`config.mk`:
```
export PLATFORM = sky130hd
export DESIGN_NAME = apb_reg_bank
export DESIGN_NICKNAME = d
export VERILOG_FILES = /design/src/rtl/apb_reg_pkg.sv /design/src/rtl/apb_wait_ctr.sv /design/src/rtl/apb_reg_bank.sv
export SDC_FILE = /design/constraint.sdc
export NUM_CORES = 1
export LEC_CHECK = 0
export CORE_ASPECT_RATIO = 1.1
export CORE_MARGIN = 1
export CORE_UTILIZATION = 30
export CTS_CLUSTER_SIZE = 40
export DETAILED_ROUTE_END_ITERATION = 10
export GPL_TIMING_DRIVEN = 1
export HOLD_SLACK_MARGIN = 0.02
export PLACE_DENSITY = 0.61
export SYNTH_ARGS = -nofsm -noshare
export SYNTH_HDL_FRONTEND = slang
export SYNTH_SLANG_ARGS = --single-unit
```
`constraint.sdc`:
```
create_clock -name pclk -period 2.1 [get_ports pclk]
set_input_delay 0.315 -clock pclk [delete_from_list [all_inputs] [get_ports pclk]]
set_output_delay 0.315 -clock pclk [all_outputs]
set_load 0.02 [all_outputs]
```
`src/rtl/apb_reg_pkg.sv`:
```
// Shared definitions for the APB register bank:
// register offsets, ID tag, handshake state encoding.
package apb_reg_pkg;

  typedef enum logic [1:0] {
    ST_IDLE = 2'd0,
    ST_BUSY = 2'd1,
    ST_DONE = 2'd2
  } state_e;

  localparam logic [4:0] OFF_ID      = 5'h00;
  localparam logic [4:0] OFF_CTRL    = 5'h04;
  localparam logic [4:0] OFF_STATUS  = 5'h08;
  localparam logic [4:0] OFF_IRQ_EN  = 5'h0C;
  localparam logic [4:0] OFF_SCRATCH = 5'h10;
  localparam logic [4:0] OFF_CNT     = 5'h14;

  localparam logic [15:0] ID_TAG = 16'hA5B0;

  function automatic logic [31:0] lane_mask(
    input logic [3:0] s
  );
    return {{8{s[3]}}, {8{s[2]}},
            {8{s[1]}}, {8{s[0]}}};
  endfunction

  function automatic logic [31:0] merge(
    input logic [31:0] old,
    input logic [31:0] nw,
    input logic [3:0]  s
  );
    logic [31:0] m;
    m = lane_mask(s);
    return (old & ~m) | (nw & m);
  endfunction

endpackage

```
`src/rtl/apb_wait_ctr.sv`:
```
// Loadable down-counter for APB wait states;
// done is high whenever the count sits at zero.
module apb_wait_ctr #(
  parameter int W = 4
) (
  input  logic         pclk,
  input  logic         prst_n,
  input  logic         load,
  input  logic [W-1:0] load_val,
  input  logic         dec,
  output logic         done
);

  logic [W-1:0] cnt_q;

  always_ff @(posedge pclk or negedge prst_n) begin
    if (!prst_n) begin
      cnt_q <= '0;
    end else if (load) begin
      cnt_q <= load_val;
    end else if (dec && cnt_q != '0) begin
      cnt_q <= cnt_q - 1'b1;
    end
  end

  assign done = (cnt_q == '0);

endmodule

```
`src/rtl/apb_reg_bank.sv`:
```
// APB register bank: ID/CTRL/STATUS/IRQ_EN/SCRATCH/CNT
// behind an IDLE/BUSY/DONE wait-state handshake.
module apb_reg_bank
  import apb_reg_pkg::*;
#(
  parameter int ADDR_WIDTH  = 12,
  parameter int DATA_WIDTH  = 32,
  parameter int WAIT_CYCLES = 1
) (
  input  logic                  pclk,
  input  logic                  prst_n,
  input  logic [ADDR_WIDTH-1:0] addr,
  input  logic                  rd,
  input  logic                  wr,
  input  logic [3:0]            b_strobe,
  input  logic [DATA_WIDTH-1:0] wdata,
  input  logic [3:0]            ecorevnum,
  input  logic                  hw_event,
  output logic [DATA_WIDTH-1:0] rdata,
  output logic                  pready_r,
  output logic                  pslverr_r,
  output logic [DATA_WIDTH-1:0] ctrl_out,
  output logic                  irq
);

  localparam bit NO_WAIT = (WAIT_CYCLES == 0);
  localparam logic [3:0] LOAD_V =
    NO_WAIT ? 4'd0 : 4'(WAIT_CYCLES - 1);

  state_e state_q, state_d;

  logic        req;
  logic        ctr_done;
  logic        ctr_load;
  logic        commit;
  logic        hi_zero;
  logic        sel_id, sel_ctrl, sel_status;
  logic        sel_ien, sel_scr, sel_cnt;
  logic        mapped;
  logic        err;
  logic        wr_ok;
  logic [31:0] rd_val;
  logic [31:0] clr;

  logic [31:0] ctrl_q;
  logic [31:0] status_q;
  logic [31:0] irq_en_q;
  logic [31:0] scratch_q;
  logic [31:0] cnt_q;

  assign req      = rd | wr;
  assign ctr_load = (state_q == ST_IDLE) && req && !NO_WAIT;

  apb_wait_ctr #(.W(4)) u_wait_ctr (
    .pclk     (pclk),
    .prst_n   (prst_n),
    .load     (ctr_load),
    .load_val (LOAD_V),
    .dec      (state_q == ST_BUSY),
    .done     (ctr_done)
  );

  always_comb begin
    state_d = state_q;
    commit  = 1'b0;
    unique case (state_q)
      ST_IDLE: begin
        if (req) begin
          state_d = NO_WAIT ? ST_DONE : ST_BUSY;
          commit  = NO_WAIT;
        end
      end
      ST_BUSY: begin
        if (ctr_done) begin
          state_d = ST_DONE;
          commit  = 1'b1;
        end
      end
      ST_DONE: state_d = ST_IDLE;
      default: state_d = ST_IDLE;
    endcase
  end

  always_ff @(posedge pclk or negedge prst_n) begin
    if (!prst_n) begin
      state_q <= ST_IDLE;
    end else begin
      state_q <= state_d;
    end
  end

  // Anything outside the low 32 bytes is unmapped.
  assign hi_zero    = ((addr >> 5) == '0);
  assign sel_id     = hi_zero && addr[4:0] == OFF_ID;
  assign sel_ctrl   = hi_zero && addr[4:0] == OFF_CTRL;
  assign sel_status = hi_zero && addr[4:0] == OFF_STATUS;
  assign sel_ien    = hi_zero && addr[4:0] == OFF_IRQ_EN;
  assign sel_scr    = hi_zero && addr[4:0] == OFF_SCRATCH;
  assign sel_cnt    = hi_zero && addr[4:0] == OFF_CNT;

  assign mapped = sel_id | sel_ctrl | sel_status |
                  sel_ien | sel_scr | sel_cnt;

  assign err = (rd && wr) || !mapped ||
               (wr && (sel_id || sel_cnt));

  assign wr_ok = commit && wr && !err;

  always_comb begin
    rd_val = '0;
    unique case (1'b1)
      sel_id:     rd_val = {ID_TAG, 12'h000, ecorevnum};
      sel_ctrl:   rd_val = ctrl_q;
      sel_status: rd_val = status_q;
      sel_ien:    rd_val = irq_en_q;
      sel_scr:    rd_val = scratch_q;
      sel_cnt:    rd_val = cnt_q;
      default:    rd_val = '0;
    endcase
  end

  assign clr = (wr_ok && sel_status) ?
               (wdata & lane_mask(b_strobe)) : '0;

  always_ff @(posedge pclk or negedge prst_n) begin
    if (!prst_n) begin
      ctrl_q    <= '0;
      status_q  <= '0;
      irq_en_q  <= '0;
      scratch_q <= '0;
      cnt_q     <= '0;
    end else begin
      if (wr_ok && sel_ctrl)
        ctrl_q <= merge(ctrl_q, wdata, b_strobe);
      if (wr_ok && sel_ien)
        irq_en_q <= merge(irq_en_q, wdata, b_strobe);
      if (wr_ok && sel_scr)
        scratch_q <= merge(scratch_q, wdata, b_strobe);
      // Hardware set beats a same-cycle software clear.
      status_q <= (status_q & ~clr) | {31'b0, hw_event};
      cnt_q    <= cnt_q + {31'b0, ctrl_q[0]};
    end
  end

  always_ff @(posedge pclk or negedge prst_n) begin
    if (!prst_n) begin
      rdata     <= '0;
      pready_r  <= 1'b0;
      pslverr_r <= 1'b0;
    end else begin
      pready_r  <= commit;
      pslverr_r <= commit && err;
      if (commit && rd)
        rdata <= err ? '0 : rd_val;
    end
  end

  assign ctrl_out = ctrl_q;
  assign irq      = |(status_q & irq_en_q);

endmodule

```
Yosys cells after proc, flatten, opt, wreduce, memory -nomap -nowiden
Index checks and enable logic that the tools add are counted.

storage, ports and cells
  bits of input ports = 57
  register bits = 200
  word-level logic and storage cells = 79
  output and inout bits = 67

operators by class
  $add $sub $neg = 2
  mux-type cells = 10
  reductions and logical operators = 31
  eq/ne operators = 8
  bitwise logic cells = 18

operator list
  operator               count
  $and A32 B32 Y32       6
  $pmux W32 S6           1
  $or A32 B32 Y32        3
  $mux W32               2
  $not A32 Y32           2
  $add A32 B1 Y32        1
  $or A32 B1 Y32         1
  $reduce_or A32 Y1      1
  $logic_and A1 B1 Y1    18
  $logic_not A12 Y1      1
  $eq A5 B4 Y1 const B   2
  $eq A5 B5 Y1 const B   2
  $mux W4                2
  $or A1 B1 Y1           6
  $eq A5 B3 Y1 const B   1
  $logic_not A5 Y1       1
  $logic_not A4 Y1       1
  $mux W2                2
  $ne A2 B2 Y1 const B   2
  $pmux W2 S2            1
  $reduce_bool A4 Y1     1
  $sub A4 B1 Y4 const B  1
  $logic_or A1 B1 Y1     3
  $eq A2 B1 Y1 const B   1
  5 further kinds        7

Depth between registers and ports, before layout
Gate-level depths: netlist (run 1).

  word-level depth = 17
  mapped depth = 8
  depth with buffers taken out = 7

Hierarchy
From an unflattened synthesis (run 1), not the netlist that was laid out.

second synthesis, totals
  cell total of the unflattened synthesis = 758
  area total of the unflattened synthesis = 9,376.5 µm²

by module, submodules not included
  module        times used  sequential area each (µm²)  area an instance (µm²)  cells an instance
  apb_reg_bank  1           4,904.7                     9,123.8                 731
  apb_wait_ctr  1           100.1                       252.7                   27

Worst setup path after synthesis (run 1)
Ideal clock, no wire load.

  kind = reg-to-reg
  start = reg u_wait_ctr.cnt_q[0]
  end = reg with a tool-made name
  clock period less this slack = 2.316 ns
  library setup time = 0.125 ns
  setup slack = -0.216 ns
  required time = 1.975 ns
  stages on the path, launching flop included = 8
  path buffers = 0
  arrival = 2.191 ns
  cell sequence = dfrtp_1 inv_1 ha_1 nor3b_2 nand4b_1 nor4_4 nand4_2 mux2_2

RTL lines
  element                 line                source
  from (decl)             apb_wait_ctr.sv:14  logic [W-1:0] cnt_q;
  from (signal assigned)  apb_wait_ctr.sv:20  cnt_q <= load_val;
  from (signal assigned)  apb_wait_ctr.sv:22  cnt_q <= cnt_q - 1'b1;

Worst setup path after layout (run 1)
  start = reg status_q[27]
  end = out irq

between the ends
  word-level cells in the longest chain between the ends = 2

ends and longest elaborated chain
  element                 line                 source
  from (decl)             apb_reg_bank.sv:46   logic [31:0] status_q;
  from (signal assigned)  apb_reg_bank.sv:140  status_q <= (status_q & ~clr) | {31'b0, hw_event};
  $and A32 B32 Y32        apb_reg_bank.sv:159  assign irq = |(status_q & irq_en_q);
  $reduce_or A32 Y1       apb_reg_bank.sv:159
  to (decl)               apb_reg_bank.sv:23   output logic irq

No other way between the ends.

==> impl_results.html, run 1 <==
<table>
<tr><th>Metric</th><th>Value</th></tr>
<tr><th colspan="2">Timing</th></tr>
<tr><td>Total of endpoints with negative setup slack in the final report</td><td>86</td></tr>
<tr><td>Time the worst path needs with I/O delays and setup</td><td>2.27 ns</td></tr>
<tr><td>Final hold vios</td><td>0</td></tr>
<tr><td>Worst slew pin tran</td><td>0.556 ns</td></tr>
<tr><td>Layout Skew</td><td>0.0141 ns</td></tr>
<tr><td>PnR worst setup slack</td><td>-0.172 ns</td></tr>
<tr><td>Total negative slack for setup checks</td><td>-6.76 ns</td></tr>
<tr><td>Max frequency</td><td>440 MHz</td></tr>
<tr><td>Headroom to the max-slew limit</td><td>62.6%</td></tr>
<tr><td>Unrepaired setup endpoints after global routing</td><td>true</td></tr>
<tr><td>Final Max Slew Viols</td><td>0</td></tr>
<tr><td>Final period utilization</td><td>108%</td></tr>
<tr><th colspan="2">Synth</th></tr>
<tr><td>FF+latch count, synth</td><td>200</td></tr>
<tr><td>Fraction of synthesized cell area in xor and xnor cells</td><td>3.37%</td></tr>
<tr><td>Post-synth EDFFs</td><td>0</td></tr>
<tr><td>Adder and majority gate portion of the synthesized area</td><td>less than 1%</td></tr>
<tr><td>Warnings, synthesis</td><td>0</td></tr>
<tr><td>Library cell with the largest summed area after synthesis</td><td>sky130_fd_sc_hd__dfrtp_1</td></tr>
<tr><td>Fraction of synthesis flops using an asynchronous set or reset pin</td><td>between 90% and 100%</td></tr>
<tr><td>Count of mapped cells out of synthesis</td><td>726</td></tr>
<tr><td>Mapped Nets</td><td>~800</td></tr>
<tr><td>Most repeated cell in the gate-level netlist after synthesis</td><td>sky130_fd_sc_hd__dfrtp_1</td></tr>
<tr><td>Fraction of synthesized area in multiplexers</td><td>20.0%</td></tr>
<tr><td>Main combinational cell family by area after synthesis</td><td>multiplexers</td></tr>
<tr><td>Number of distinct library cells after synthesis</td><td>44</td></tr>
<tr><td>Sequential fraction of the synthesis area</td><td>55.0%</td></tr>
<tr><td>Synth Area per Inst</td><td>12.5 µm²</td></tr>
<tr><td>Dominant cells by area after synthesis</td><td>sky130_fd_sc_hd__dfrtp_1 (55%), sky130_fd_sc_hd__mux2_2 (19%), sky130_fd_sc_hd__a21boi_0 (2.6%)</td></tr>
<tr><td>Share of the synthesized area in the top cell type</td><td>55.0%</td></tr>
<tr><td>Synthesized cell area</td><td>0.00910 mm²</td></tr>
<tr><td>List of most frequent post-synthesis cells</td><td>sky130_fd_sc_hd__dfrtp_1 (200), sky130_fd_sc_hd__mux2_2 (152), sky130_fd_sc_hd__nand2_1 (59)</td></tr>
<tr><td>Most instantiated flip-flop cell in the synthesis netlist</td><td>sky130_fd_sc_hd__dfrtp_1</td></tr>
<tr><td>Post-synthesis compound-gate area fraction</td><td>roughly 10%</td></tr>
<tr><td>Area fraction in and, or, nand and nor cells after synthesis</td><td>around a tenth</td></tr>
<tr><th colspan="2">Global route</th></tr>
<tr><td>Number of antenna violations at the first check in global routing</td><td>0</td></tr>
<tr><td>Grt ovf</td><td>0</td></tr>
<tr><td>Global-route total usage across every layer</td><td>18.4%</td></tr>
<tr><td>Number of global-route vias before repair</td><td>7402</td></tr>
<tr><td>Largest net degree at the start of global routing</td><td>between 50 and 60</td></tr>
<tr><td>Wire length of the first global-routing pass</td><td>between 40000 and 50000 µm</td></tr>
<tr><th colspan="2">Layout</th></tr>
<tr><td>Multi-input logic area</td><td>approximately 0.0044 mm²</td></tr>
<tr><td>Synth-to-layout area growth</td><td>42.6%</td></tr>
<tr><td>Number of antenna repair diodes</td><td>0</td></tr>
<tr><td># fillers</td><td>2778</td></tr>
<tr><td>Total area of sequential cells</td><td>0.00500 mm²</td></tr>
<tr><td>Final nets</td><td>1038</td></tr>
<tr><td>Ratio of cells with drive above 1 in the final layout</td><td>approximately two fifths</td></tr>
<tr><th colspan="2">Floorplan</th></tr>
<tr><td>Initial cell density of the core</td><td>30.6%</td></tr>
<tr><td>Placeable core area</td><td>0.0297 mm²</td></tr>
<tr><td>I/O pins</td><td>124</td></tr>
<tr><td>Cell row count</td><td>66</td></tr>
<tr><td>Area of the die</td><td>approximately 0.031 mm²</td></tr>
<tr><td>Die Width</td><td>between 150 and 200 µm</td></tr>
<tr><td>Height of the chip</td><td>185 µm</td></tr>
<tr><th colspan="2">Clocking</th></tr>
<tr><td>Num CTS Buffers</td><td>17</td></tr>
<tr><td>Worst-case clock buffer depth</td><td>2</td></tr>
<tr><td>CTS Root Cell</td><td>sky130_fd_sc_hd__clkbuf_16</td></tr>
<tr><td>H-tree depth reported by CTS</td><td>4</td></tr>
<tr><td>Clk_lat worst skew</td><td>0.45 ns</td></tr>
<tr><td>Clock Pin Slew Worst Setup and Hold Paths</td><td>0.07 ns</td></tr>
<tr><td>TritonCTS clock tree</td><td>done</td></tr>
<tr><td>Sinks on the clock net</td><td>200</td></tr>
<tr><th colspan="2">Drt</th></tr>
<tr><td>WL/cell</td><td>20.4 µm</td></tr>
<tr><td>Overall routed net length</td><td>27900 µm</td></tr>
<tr><td>Count of routing violations after the opening detailed-route iteration</td><td>roughly 470</td></tr>
<tr><td>Number of detailed-routing iterations run before antenna repair</td><td>5</td></tr>
<tr><td>Vias</td><td>7020</td></tr>
<tr><td>Vias per inst</td><td>5.15</td></tr>
<tr><td>DRC</td><td>0</td></tr>
<tr><td>Number of nets still failing antenna checks after routing</td><td>0</td></tr>
<tr><th colspan="2">Placement</th></tr>
<tr><td>Routability-driven placement congestion ratio</td><td>0.820</td></tr>
<tr><td>Setup Slack @ Placement</td><td>-0.311 ns</td></tr>
<tr><td>Detail Placement HPWL</td><td>between 15000 and 20000 µm</td></tr>
<tr><td>Count of buffers inserted at the top-level ports</td><td>123</td></tr>
<tr><th colspan="2">Status</th></tr>
<tr><td>Failing checks</td><td>setup timing</td></tr>
<tr><td>Result of the run</td><td>complete, but fails checks</td></tr>
<tr><th colspan="2">Worst setup path</th></tr>
<tr><td>Cell with the biggest individual delay on the critical path</td><td>sky130_fd_sc_hd__or4_4</td></tr>
<tr><td>Kind of cell adding the most delay to the critical path</td><td>simple AND/OR/NAND/NOR gates</td></tr>
<tr><td>CP peak stage delay</td><td>0.48 ns</td></tr>
<tr><td>Cell Chain, Critical Path</td><td>a22oi_2 &gt; buf_4 &gt; nand4_1 &gt; or4_4 &gt; buf_6</td></tr>
<tr><td>Endpoint class of the critical path</td><td>output port</td></tr>
<tr><td>Worst Path Class, Setup</td><td>reg -&gt; out</td></tr>
<tr><td>Largest driver fanout on the critical path</td><td>3</td></tr>
<tr><td>R2R Path Start</td><td>u_wait_ctr.cnt_q[1]</td></tr>
<tr><td>Data arrival time at the worst-slack endpoint</td><td>1.96 ns</td></tr>
<tr><td>Setup crit start kind</td><td>flop</td></tr>
<tr><td>Data required time of the critical path</td><td>1.78 ns</td></tr>
<tr><td>Crit path buf inv count</td><td>2</td></tr>
<tr><td>Critical path origin</td><td>status_q[27]</td></tr>
<tr><th colspan="2">Run</th></tr>
<tr><td>Count of max-cap constraint violations</td><td>0</td></tr>
<tr><th colspan="2">Min path</th></tr>
<tr><td>Worst min-delay path class</td><td>in -&gt; async</td></tr>
<tr><th colspan="2">Power and ir drop</th></tr>
<tr><td>Pwr/cell area</td><td>640 mW/mm²</td></tr>
<tr><td>Largest vdd supply drop</td><td>approximately 0.55 mV</td></tr>
<tr><td>Leakage power total</td><td>5.90 nW</td></tr>
</table>
-- per-stage QoR --
step           utilization, %  hold WS [ns]  area (µm²)  cells  power (mW)
5_1_grt                  43.6         0.373       13000   1364        8.62
6_report                 43.6         0.351       13000   1364        8.30
2_1_floorplan               -        0.0194        9100    726        4.41
3_3_place_gp             39.6         0.270       11800   1312        4.91
3_5_place_dp             39.6         0.273       11800   1312        4.92
4_1_cts                  42.7         0.348       12700   1363        8.28
-- area by class of cell --
| cell class | instances | share of cell area [%] |
|---|---|---|
| clock buffer | 19 | 3.42 |
| inverter | 3 | 0.0868 |
| tap | 374 | 3.61 |
| timing repair buffer | 262 | 19.8 |
| clock inverter | 12 | 0.830 |
| sequential | 200 | 38.6 |
| multi-input combinational | 494 | 33.6 |
-- timing repair --
action | 4_1_cts | 5_1_grt
hold endpoints to repair | 37 | 0
setup endpoints to repair | 154 | 158
hold buffers | 1 | 0
cloned | 2 | 1
pin swaps | 13 | 53
setup buffers | 17 | 4
resized for setup | 66 | 95
-- cell usage in the layout (no fill, tap or decap), types with 4 or more instances in the layout --
master	instances
sky130_fd_sc_hd__clkinv_4	5
sky130_fd_sc_hd__mux2i_1	6
sky130_fd_sc_hd__nand4_1	11
sky130_fd_sc_hd__nand3_4	10
sky130_fd_sc_hd__o21ai_0	9
sky130_fd_sc_hd__a21oi_1	21
sky130_fd_sc_hd__o21ai_2	32
sky130_fd_sc_hd__nand3_1	12
sky130_fd_sc_hd__nand4_4	4
sky130_fd_sc_hd__a21boi_2	13
sky130_fd_sc_hd__buf_12	17
sky130_fd_sc_hd__a22oi_1	14
sky130_fd_sc_hd__o2bb2ai_1	4
sky130_fd_sc_hd__mux2_2	150
sky130_fd_sc_hd__nand2_1	58
sky130_fd_sc_hd__buf_4	107
sky130_fd_sc_hd__and3_1	5
sky130_fd_sc_hd__inv_6	6
sky130_fd_sc_hd__xor2_1	12
sky130_fd_sc_hd__clkbuf_16	18
sky130_fd_sc_hd__xnor2_1	23
sky130_fd_sc_hd__clkdlybuf4s50_1	119
sky130_fd_sc_hd__buf_6	12
sky130_fd_sc_hd__nor2_1	21
sky130_fd_sc_hd__and4_1	4
sky130_fd_sc_hd__a22oi_2	6
sky130_fd_sc_hd__dfrtp_1	200
sky130_fd_sc_hd__a21boi_0	15
sky130_fd_sc_hd__a222oi_1	15
sky130_fd_sc_hd__nor3_1	7
-- final timing paths --
check	to	slack, ns	cells past startpoint
min in group pclk	cnt_q[31]	0.47	1
setup / recovery	irq	-0.17	5
setup reg to reg	flop	-0.14	10
hold reg to reg	cnt_q[31]	0.47	1
hold / removal	rdata[13]	0.35	2
max in group asynchronous	async pin	0.93	3
-- per-layer routing --
layer / GRT usage [%] / wire length [µm] / vias up
met5: 0 / 0 / -
met4: 4.81 / 321 / 0
met3: 3.48 / 1170 / 17
met2: 31.2 / 13700 / 160
met1: 24.1 / 12700 / 3650
li1: - / - / 3193
-- power breakdown --
part	internal [mW]	leakage (nW)	total, mW	switching, mW
clock	1.58	0.272	3.15	1.57
sequential	3.92	2.78	3.96	0.0429
combinational	0.593	2.85	1.19	0.595
-- kinds of logic after synthesis --
kind of cell / after synthesis
AO/OA/AOI/OAI: 138
XOR/XNOR: 35
adder cells (fa/ha/maj): 3
buffers and inverters: 32
flip-flops: 200
multiplexers: 160
AND/OR/NAND/NOR: 158
No activity file was read; power rests on OpenSTA's default activity.
==> run 2: changes to the inputs <==
--- a/config.mk
+++ b/config.mk
@@ -7,12 +7,12 @@
 export LEC_CHECK = 0
 export CORE_ASPECT_RATIO = 1.1
 export CORE_MARGIN = 1
-export CORE_UTILIZATION = 30
+export CORE_UTILIZATION = 50
 export CTS_CLUSTER_SIZE = 40
 export DETAILED_ROUTE_END_ITERATION = 10
 export GPL_TIMING_DRIVEN = 1
 export HOLD_SLACK_MARGIN = 0.02
-export PLACE_DENSITY = 0.61
+export PLACE_DENSITY = 0.87
 export SYNTH_ARGS = -nofsm -noshare
 export SYNTH_HDL_FRONTEND = slang
 export SYNTH_SLANG_ARGS = --single-unit
==> impl_results.html, run 2 (same netlist as run 1, synthesis figures left out) <==
<table>
<tr><th>Metric</th><th>Value</th></tr>
<tr><th colspan="2">Status</th></tr>
<tr><td>Failing checks</td><td>setup timing</td></tr>
<tr><td>Result of the run</td><td>complete, but fails checks</td></tr>
<tr><th colspan="2">Worst setup path</th></tr>
<tr><td>Setup crit start kind</td><td>flop</td></tr>
<tr><td>Data required time of the critical path</td><td>2.43 ns</td></tr>
<tr><td>Slack of the worst reg-to-reg path</td><td>-0.27 ns</td></tr>
<tr><td>Largest driver fanout on the critical path</td><td>8</td></tr>
<tr><td>Endpoint class of the critical path</td><td>flop</td></tr>
<tr><td>Data arrival time at the worst-slack endpoint</td><td>2.70 ns</td></tr>
<tr><td>R2R Path Start</td><td>u_wait_ctr.cnt_q[0]</td></tr>
<tr><td>Critical path origin</td><td>u_wait_ctr.cnt_q[0]</td></tr>
<tr><td>Worst Path Class, Setup</td><td>reg -&gt; reg</td></tr>
<tr><th colspan="2">Min path</th></tr>
<tr><td>Worst min-delay path class</td><td>in -&gt; async</td></tr>
<tr><th colspan="2">Layout</th></tr>
<tr><td>Ratio of cells with drive above 1 in the final layout</td><td>around two fifths</td></tr>
<tr><td>Most common cell after layout, fill and taps aside</td><td>sky130_fd_sc_hd__dfrtp_1</td></tr>
<tr><td>Number of antenna repair diodes</td><td>0</td></tr>
<tr><td>Layout Utilization</td><td>71.1%</td></tr>
<tr><td>Most frequent cells in the layout</td><td>sky130_fd_sc_hd__dfrtp_1 (200), sky130_fd_sc_hd__mux2_2 (148), sky130_fd_sc_hd__clkdlybuf4s50_1 (119)</td></tr>
<tr><td>Synth-to-layout area growth</td><td>38.6%</td></tr>
<tr><td># fillers</td><td>1125</td></tr>
<tr><td>Final nets</td><td>1012</td></tr>
<tr><th colspan="2">Clocking</th></tr>
<tr><td>Sinks on the clock net</td><td>200</td></tr>
<tr><td>Clk_lat worst skew</td><td>0.46 ns</td></tr>
<tr><td>Worst-case clock buffer depth</td><td>2</td></tr>
<tr><td>Num CTS Buffers</td><td>17</td></tr>
<tr><td>TritonCTS clock tree</td><td>done</td></tr>
<tr><td>Clock Pin Slew Worst Setup and Hold Paths</td><td>about 0.070 ns</td></tr>
<tr><td>H-tree depth reported by CTS</td><td>4</td></tr>
<tr><td>CTS Root Cell</td><td>sky130_fd_sc_hd__clkbuf_16</td></tr>
<tr><th colspan="2">Floorplan</th></tr>
<tr><td>Die Width</td><td>~130 µm</td></tr>
<tr><td>Cell row count</td><td>51</td></tr>
<tr><td>Placeable core area</td><td>between 0.015 and 0.02 mm²</td></tr>
<tr><td>I/O pins</td><td>124</td></tr>
<tr><td>Area of the die</td><td>0.0187 mm²</td></tr>
<tr><td>Initial cell density of the core</td><td>between 50 and 60%</td></tr>
<tr><td>Height of the chip</td><td>approximately 140 µm</td></tr>
<tr><th colspan="2">Power and ir drop</th></tr>
<tr><td>Sequential share of power</td><td>a little under half</td></tr>
<tr><td>Largest vdd supply drop</td><td>0.624 mV</td></tr>
<tr><td>Fraction of power consumed by the clock network</td><td>39.7%</td></tr>
<tr><td>Pwr/cell area</td><td>664 mW/mm²</td></tr>
<tr><td>Internal power consumption</td><td>6.23 mW</td></tr>
<tr><td>Leakage power total</td><td>5.80 nW</td></tr>
<tr><td>Sw Pwr</td><td>2.14 mW</td></tr>
<tr><td>Switching share of total power</td><td>between 20 and 30%</td></tr>
<tr><td>Pwr Total</td><td>8.37 mW</td></tr>
<tr><td>Portion of total power attributed to combinational logic</td><td>12.8%</td></tr>
<tr><th colspan="2">Global route</th></tr>
<tr><td>Largest net degree at the start of global routing</td><td>58</td></tr>
<tr><td>Grt ovf</td><td>0</td></tr>
<tr><td>Global-route total usage across every layer</td><td>roughly 29%</td></tr>
<tr><td>Number of global-route vias before repair</td><td>7450</td></tr>
<tr><td>Number of antenna violations at the first check in global routing</td><td>0</td></tr>
<tr><td>Wire length of the first global-routing pass</td><td>between 40000 and 50000 µm</td></tr>
<tr><th colspan="2">Timing</th></tr>
<tr><td>Headroom to the max-slew limit</td><td>between 50% and 60%</td></tr>
<tr><td>Total of endpoints with negative setup slack in the final report</td><td>154</td></tr>
<tr><td>Final hold vios</td><td>0</td></tr>
<tr><td>Worst slew pin tran</td><td>~0.65 ns</td></tr>
<tr><td>Final period utilization</td><td>113%</td></tr>
<tr><td>Time the worst path needs with I/O delays and setup</td><td>2.37 ns</td></tr>
<tr><td>Final Max Slew Viols</td><td>0</td></tr>
<tr><td>PnR worst setup slack</td><td>-0.267 ns</td></tr>
<tr><td>Unrepaired setup endpoints after global routing</td><td>true</td></tr>
<tr><td>Max frequency</td><td>422 MHz</td></tr>
<tr><td>Layout Skew</td><td>between 0.01 and 0.015 ns</td></tr>
<tr><th colspan="2">Drt</th></tr>
<tr><td>Overall routed net length</td><td>28700 µm</td></tr>
<tr><td>Number of detailed-routing iterations run before antenna repair</td><td>6</td></tr>
<tr><td>Vias</td><td>7520</td></tr>
<tr><td>Vias per inst</td><td>roughly 6.3</td></tr>
<tr><td>WL/cell</td><td>23.8 µm</td></tr>
<tr><td>Count of routing violations after the opening detailed-route iteration</td><td>728</td></tr>
<tr><td>DRC</td><td>0</td></tr>
<tr><td>Number of nets still failing antenna checks after routing</td><td>0</td></tr>
<tr><th colspan="2">Run</th></tr>
<tr><td>Count of max-cap constraint violations</td><td>0</td></tr>
<tr><th colspan="2">Placement</th></tr>
<tr><td>Setup Slack @ Placement</td><td>-0.395 ns</td></tr>
<tr><td>Detail Placement HPWL</td><td>17700 µm</td></tr>
<tr><td>Routability-driven placement congestion ratio</td><td>0.889</td></tr>
<tr><td>Count of buffers inserted at the top-level ports</td><td>123</td></tr>
</table>
-- run 2: routing by layer --
layer	GRT usage, %	part of all wire [%]
met5	0	0
met4	15.4	4.4
met3	5.58	7.1
met2	47.4	50
met1	36.5	39
-- run 2: path summary, 6_finish.rpt --
path	cells after the start	endpoint
worst max-delay path	9	flop
worst min-delay path	2	rdata[27]
worst max register to register	9	flop
worst min register to register	1	cnt_q[31]
max in group asynchronous	3	async pin
min in group pclk	1	cnt_q[31]
-- run 2: cell type report --
cell class | count | area [µm²] | area share [%]
clock inverters | 11 | 121 | 0.963
repair buffers | 236 | 2320 | 18.4
multi-input cells | 494 | 4390 | 34.8
inverters | 3 | 11.3 | 0.0893
clock buffers | 21 | 460 | 3.65
well taps | 238 | 298 | 2.36
flip-flops and latches | 200 | 5000 | 39.7
-- run 2: critical path, cell delays in order (launching register included) --
cell                       delay, ns
sky130_fd_sc_hd__dfrtp_1        0.37
sky130_fd_sc_hd__inv_1          0.06
sky130_fd_sc_hd__ha_2           0.18
sky130_fd_sc_hd__nor3b_4        0.22
sky130_fd_sc_hd__nand4b_1       0.17
sky130_fd_sc_hd__buf_4          0.19
sky130_fd_sc_hd__nor4_4         0.26
sky130_fd_sc_hd__buf_12         0.21
sky130_fd_sc_hd__nand3_2        0.24
sky130_fd_sc_hd__mux2_2         0.36
-- run 2: power groups by stage --
stage / Clock [mW] / Combinational, mW / Sequential, mW
floorplan: 0 / 0.353 / 4.06
global placement: 0 / 0.862 / 4.03
detailed placement: 0 / 0.895 / 4.04
CTS: 3.29 / 0.999 / 3.97
global route: 3.47 / 1.15 / 3.98
finish: 3.32 / 1.07 / 3.97
-- run 2: stage by stage --
stage          instances  instance area (µm²)  TNS, ns  hold slack (ns)
2_1_floorplan        726                 9100   -16.34           0.0194
3_3_place_gp        1160                11400   -35.16            0.321
3_5_place_dp        1160                11400   -47.49            0.325
4_1_cts             1194                12200   -14.81            0.418
5_1_grt             1203                12600   -36.67            0.445
6_report            1203                12600   -26.55            0.394
-- run 2: repair_timing --
action | 4_1_cts | 5_1_grt
pin swaps | 28 | 38
hold endpoints to repair | 52 | 0
setup buffers | 3 | 5
endpoints found under the setup margin | 154 | 166
cloned | 0 | 4
resized for setup | 83 | 82
hold buffers | 1 | 0
